`src/rtl/wave_display_mc.sv`:
```
// Multi-channel waveform renderer: maps a fixed window of the video sweep onto per-channel
// sample RAM and draws filled traces. Optional background grid enabled by WAVE_GRID_EN.
module wave_display_mc #(
  parameter int unsigned NUM_CH    = 2,
  parameter int unsigned SAMPLE_W  = 8,
  parameter int unsigned ADDR_W    = 8,
  parameter int unsigned X_START   = 384,
  parameter int unsigned Y_TOP     = 104,
  parameter logic [95:0] CH_COLORS = {24'h00FF00, 24'hFF00FF, 24'h00FFFF, 24'hFFFF00}
) (
  input  logic                         clk,
  input  logic                         reset,
  input  logic [10:0]                  x,
  input  logic [9:0]                   y,
  input  logic                         valid,
  input  logic                         read_index,
  output logic [ADDR_W:0]              read_address,
  input  logic [NUM_CH*SAMPLE_W-1:0]   read_value,
  output logic                         valid_pixel,
  output logic [7:0]                   r,
  output logic [7:0]                   g,
  output logic [7:0]                   b
);

  localparam int unsigned XW    = 11;
  localparam int unsigned YW    = 10;
  localparam int unsigned WIN_W = 1 << (ADDR_W + 1);
  localparam int unsigned WIN_H = 1 << (SAMPLE_W + 1);
`ifdef WAVE_GRID_EN
  localparam logic [23:0] GRID_RGB = 24'h404040;
`endif

  logic                frozen_idx;
  logic [XW-1:0]       x_rel_c;
  logic [YW-1:0]       y_rel_c;
  logic                in_win_c;
  logic                frame_start_c;
  logic                idx_sel_c;

  logic                s0_valid;
  logic [ADDR_W-1:0]   s0_idx;
  logic [SAMPLE_W-1:0] s0_row;
  logic                s1_valid;
  logic [ADDR_W-1:0]   s1_idx;
  logic [SAMPLE_W-1:0] s1_row;
`ifdef WAVE_GRID_EN
  logic                s0_grid;
  logic                s1_grid;
`endif

  logic [SAMPLE_W-1:0] cur_q  [NUM_CH];
  logic [SAMPLE_W-1:0] prev_q [NUM_CH];
  logic [ADDR_W-1:0]   last_idx;

  logic [SAMPLE_W-1:0] smp_c  [NUM_CH];
  logic [SAMPLE_W-1:0] cur_c  [NUM_CH];
  logic [SAMPLE_W-1:0] prev_c [NUM_CH];
  logic [SAMPLE_W-1:0] lo_c   [NUM_CH];
  logic [SAMPLE_W-1:0] hi_c   [NUM_CH];
  logic [NUM_CH-1:0]   hit_c;
  logic                new_idx_c;
  logic                first_c;
  logic                found_c;
  logic                lit_c;
  logic [23:0]         rgb_c;

  // Window decode and frame-locked buffer select; the frame-start pixel already sees the new half.
  always_comb begin
    x_rel_c       = x - XW'(X_START);
    y_rel_c       = y - YW'(Y_TOP);
    in_win_c      = valid && (x >= XW'(X_START)) && (32'(x_rel_c) < WIN_W)
                    && (y >= YW'(Y_TOP)) && (32'(y_rel_c) < WIN_H);
    frame_start_c = valid && (x == '0) && (y == '0);
    idx_sel_c     = frame_start_c ? read_index : frozen_idx;
  end

  // Sample tracking and hit detection for the pixel whose RAM data is returning now.
  always_comb begin
    new_idx_c = (s1_idx != last_idx);
    first_c   = (s1_idx == '0);
    hit_c     = '0;
    found_c   = 1'b0;
    rgb_c     = '0;
    for (int unsigned c = 0; c < NUM_CH; c++) begin
      smp_c[c]  = read_value[SAMPLE_W*c +: SAMPLE_W];
      cur_c[c]  = (first_c || new_idx_c) ? smp_c[c] : cur_q[c];
      prev_c[c] = first_c ? smp_c[c] : (new_idx_c ? cur_q[c] : prev_q[c]);
      lo_c[c]   = (prev_c[c] < cur_c[c]) ? prev_c[c] : cur_c[c];
      hi_c[c]   = (prev_c[c] < cur_c[c]) ? cur_c[c] : prev_c[c];
      hit_c[c]  = s1_valid && (lo_c[c] <= s1_row) && (s1_row <= hi_c[c]);
    end
    // Lowest-numbered hitting channel wins.
    for (int unsigned c = 0; c < NUM_CH; c++) begin
      if (hit_c[c] && !found_c) begin
        rgb_c   = CH_COLORS[24*c +: 24];
        found_c = 1'b1;
      end
    end
`ifdef WAVE_GRID_EN
    lit_c = found_c || (s1_valid && s1_grid);
    if (!found_c && s1_valid && s1_grid) begin
      rgb_c = GRID_RGB;
    end
`else
    lit_c = found_c;
`endif
  end

  always_ff @(posedge clk) begin
    if (reset) begin
      frozen_idx   <= 1'b0;
      read_address <= '0;
      s0_valid     <= 1'b0;
      s0_idx       <= '0;
      s0_row       <= '0;
      s1_valid     <= 1'b0;
      s1_idx       <= '0;
      s1_row       <= '0;
`ifdef WAVE_GRID_EN
      s0_grid      <= 1'b0;
      s1_grid      <= 1'b0;
`endif
      last_idx     <= '0;
      for (int unsigned c = 0; c < NUM_CH; c++) begin
        cur_q[c]  <= '0;
        prev_q[c] <= '0;
      end
      valid_pixel  <= 1'b0;
      r            <= '0;
      g            <= '0;
      b            <= '0;
    end else begin
      frozen_idx <= idx_sel_c;
      if (in_win_c) begin
        read_address <= {idx_sel_c, x_rel_c[ADDR_W:1]};
      end
      s0_valid <= in_win_c;
      s0_idx   <= x_rel_c[ADDR_W:1];
      s0_row   <= ~y_rel_c[SAMPLE_W:1];
      s1_valid <= s0_valid;
      s1_idx   <= s0_idx;
      s1_row   <= s0_row;
`ifdef WAVE_GRID_EN
      s0_grid  <= (x_rel_c[4:0] == 5'd0) || (y_rel_c[4:0] == 5'd0);
      s1_grid  <= s0_grid;
`endif
      if (s1_valid) begin
        last_idx <= s1_idx;
        for (int unsigned c = 0; c < NUM_CH; c++) begin
          cur_q[c]  <= cur_c[c];
          prev_q[c] <= prev_c[c];
        end
      end
      valid_pixel <= lit_c;
      r           <= lit_c ? rgb_c[23:16] : 8'd0;
      g           <= lit_c ? rgb_c[15:8]  : 8'd0;
      b           <= lit_c ? rgb_c[7:0]   : 8'd0;
    end
  end

endmodule

```
`config.mk`:
```
export PLATFORM = sky130hd
export DESIGN_NAME = wave_display_mc
export DESIGN_NICKNAME = d
export VERILOG_FILES = /design/src/rtl/wave_display_mc.sv
export SDC_FILE = /design/constraint.sdc
export NUM_CORES = 1
export LEC_CHECK = 0
export ABC_AREA = 1
export CORE_MARGIN = 1.5
export CORE_UTILIZATION = 45
export CTS_CLUSTER_SIZE = 24
export DETAILED_ROUTE_END_ITERATION = 10
export PLACE_DENSITY = 0.67
export SYNTH_ARGS = -nofsm -noshare
export SYNTH_HDL_FRONTEND = slang
export SYNTH_SLANG_ARGS = --single-unit
```
`constraint.sdc`:
```
create_clock -name clk -period 6.36 [get_ports clk]
set_input_delay 0.954 -clock clk [delete_from_list [all_inputs] [get_ports clk]]
set_output_delay 0.954 -clock clk [all_outputs]
set_load 0.02 [all_outputs]
```
==> metrics.txt <==
status=finished clean; RSZ-0062 raised after global routing=false; RD Place Congestion=approximately 0.9; max-slew violations=0; Synth top area share=between 20% and 30%; period utilization=73.3%; CTS resizes=0; antenna viol nets, final=0; Worst Hold Class=reg -> reg; vias post-DR=4877; largest net degree at the start of global routing=41; initial antenna violation count=0; CTS root buffer=clkbuf_16; Worst Setup SP=s1_idx[7]$_SDFF_PP0_; Crit Path Category=reg -> reg; insertion delay to the later sink of the worst-skew pair=roughly 0.35 ns; Remaining DRCs=0; Clock Path Buffers=2; final setup violation count=0; Critical Path AT=4.94 ns; PortBufs=74; total track usage=21.1%; r2r setup slk=1.70 ns; Routed WL=13.0 mm; I/O pins=75; family with the most delay on the worst path=simple AND/OR/NAND/NOR gates; Critical Path End=g[6]$_SDFF_PP0_; CP Data Required Time=about 6.6 ns; GRT overflow=0; Syn Area/Cell=roughly 7.3 um2; Hold-fix buffers, CTS=0; wire length per cell=~14 um; Area contributors post-synth=dfxtp_1 20%, edfxtp_1 17%, nand2_1 11%; cell mode on critical path=nand2_1; Sum Neg Setup Slack=0 ns; CP max stage delay=0.38 ns; synthesis-stage register bit count=88; Slowest-stage cell, CP=dfxtp_1; CP Cell Sequence=xnor2_1 -> nand2_1 -> nor2_4 -> nand3_4 -> inv_2 -> nand2_1 -> o21ai_0 -> inv_1 -> ha_1 -> o21ai_0 -> nor3b_1 -> nand2_4 -> nand2_4 -> nand2_1 -> nand2_1 -> ha_1 -> nand2_1 -> inv_1 -> a221o_1 -> o32ai_1 -> nand3_1 -> o21ai_0; peak fanout along the critical path=18; nets=about 900; Yosys Warn Count=0; sequential area share after synthesis=~38%; PwrDens=around 280 nW/um2; vias in the first global route=approximately 4600; worst vdd ir=approximately 0.22 mV; Syn Std Cell Area=about 5500 um2; first-pass GRT wire length=approximately 22 mm; CTS HTree Levels=3; initial DRC count=between 500 and 600; worst path buffer plus inverter count=3; Area Growth Syn to Fin=17.7%; total CTS buffers=9; layout cells sized above 1=slightly below 6%; die area=around 13000 um2; Startpoint Class=flip-flop; Levels on crit path=22; post-synthesis cell type count=39; worst-margin pin slew=0.945 ns; die width=about 110 um; clock transition at the registers of the reported paths=0.07 ns; dpl hpwl=roughly 9.6 mm; Slew headroom=between 30% and 40%; r2r worst-path depth=22; f_max=around 210 MHz; final setup skew=around 0.0058 ns; Pleak=between 3 and 4 nW; Min Hold Slack=between 0.3 and 0.4 ns; Starting Density=between 40 and 50%; Post CTS Setup Buffer Count=0; CP Capture Type=flip-flop; DR vias/cell=5.10; cell accounting for the most synthesized area=dfxtp_1; Max Cap Viol=0; Final Hold Vio Count=0; RR Endpoint=g[6]$_SDFF_PP0_; diodes inserted=0; core area=approximately 12000 um2; clk sink count=88; Pre-antenna DRT Iters=6; Final min period=approximately 4.7 ns; Post-Synthesis Cells=between 700 and 800; CTS tree=done; Rows=40; Die Y=~110 um; Worst R2R Start=s1_idx[7]$_SDFF_PP0_; Mapped Nets=~850
==> tightest hold or removal path, cell delays in order, from the launching register on <==
cell	delay (ns)
dfxtp_1	0.30
inv_1	0.04
nor2_1	0.03
==> cell usage after synthesis <==
library cell,instances
dfxtp_1,56
buf_2,1
o221ai_1,2
inv_1,115
nand2_2,1
a21oi_1,34
buf_4,27
xnor2_1,3
o21ai_2,2
nand4_1,10
a211oi_2,1
ha_1,45
xor2_1,1
nand2_4,4
or2_2,6
a221o_1,1
o21ai_1,1
nand3_4,1
mux2i_1,1
o32ai_1,1
nor2_4,2
a211oi_1,1
edfxtp_1,32
nor4_1,5
nor2_1,81
clkinv_1,1
a31oi_1,1
o21a_1,2
o21ai_0,48
buf_6,3
nor3_1,7
nand2_1,168
nor3b_1,2
clkbuf_1,16
nand3_1,66
a21boi_0,1
inv_2,6
inv_4,1
o22ai_1,5
==> registers in the layout, indices dropped and copies added (netlist names), 8 cells and up <==
| name | count |
|---|---|
| cur_q | 16 |
| last_idx | 8 |
| prev_q | 16 |
| read_address | 9 |
| s0_idx | 8 |
| s0_row | 8 |
| s1_idx | 8 |
| s1_row | 8 |
==> per-layer routing <==
layer  vias to the layer above  GRT usage (%)  share of wire [%]
met5                         -              0                  0
met4                         0           8.42                2.4
met3                        24           5.69                7.3
met2                       172           33.2                 44
met1                      2154           27.6                 46
li1                       2527              -                  -
==> report_power, final <==
part	total, mW	switching, mW	internal (mW)
registers	0.618	0.0122	0.606
logic	0.665	0.415	0.250
clock network	0.563	0.250	0.313
==> logic make-up (layout without fill, tap and decap cells) <==
family	count (synthesis)	after routing	share of synthesized area (%)
muxes	1	1	0.181
and+or+nand+nor	353	353	27.7
adders and majority gates	45	45	10.2
xor gates and xnor gates	4	4	0.632
AOI/OAI and AO/OA	100	100	9.91
buffers and inverters	170	219	13.8
DFF	88	88	37.6
==> worst min path at each step <==
stage	from	endpoint	slack, ns	cells after the start
finish	s0_idx[3]$_SDFF_PP0_	s1_idx[3]$_SDFF_PP0_	0.40	2
global placement	s0_row[6]$_SDFF_PP0_	s1_row[6]$_SDFF_PP0_	0.39	2
detailed placement	s0_idx[3]$_SDFF_PP0_	s1_idx[3]$_SDFF_PP0_	0.39	2
global route	s0_idx[7]$_SDFF_PP0_	s1_idx[7]$_SDFF_PP0_	0.41	2
CTS	s0_idx[3]$_SDFF_PP0_	s1_idx[3]$_SDFF_PP0_	0.40	2
floorplan	s0_idx[0]$_SDFF_PP0_	s1_idx[0]$_SDFF_PP0_	0.39	2
==> cell usage in the layout (no fill, tap or decap), types with 7 or more instances in the layout <==
| master | n |
|---|---|
| a21oi_1 | 34 |
| clkbuf_16 | 9 |
| clkdlybuf4s50_1 | 74 |
| dfxtp_1 | 56 |
| edfxtp_1 | 32 |
| ha_1 | 45 |
| inv_1 | 115 |
| nand2_1 | 168 |
| nand3_1 | 66 |
| nand4_1 | 10 |
| nor2_1 | 81 |
| nor3_1 | 7 |
| o21ai_0 | 48 |
==> metrics by stage <==
stage / total power, mW / cells / utilization (%) / area [um2] / worst slack (ns)
6_report: 1.85 / 957 / 54.3 / 6530 / 1.70
4_1_cts: 1.85 / 957 / 54.3 / 6530 / 1.76
3_3_place_gp: 1.26 / 941 / 51.7 / 6220 / 1.72
2_1_floorplan: 1.12 / 761 / - / 5540 / 2.17
5_1_grt: 1.98 / 957 / 54.3 / 6530 / 1.12
3_5_place_dp: 1.28 / 941 / 51.7 / 6220 / 1.73
==> final cells by class <==
cell class	count	area, um2
flip-flops and latches	88	2080
fillers	1155	5490
clock buffers	9	225
repair buffers	80	786
clock inverters	7	83.8
inverters	123	464
multi-input cells	503	2700
well taps	147	184
Power figures use the tool's default switching activity.
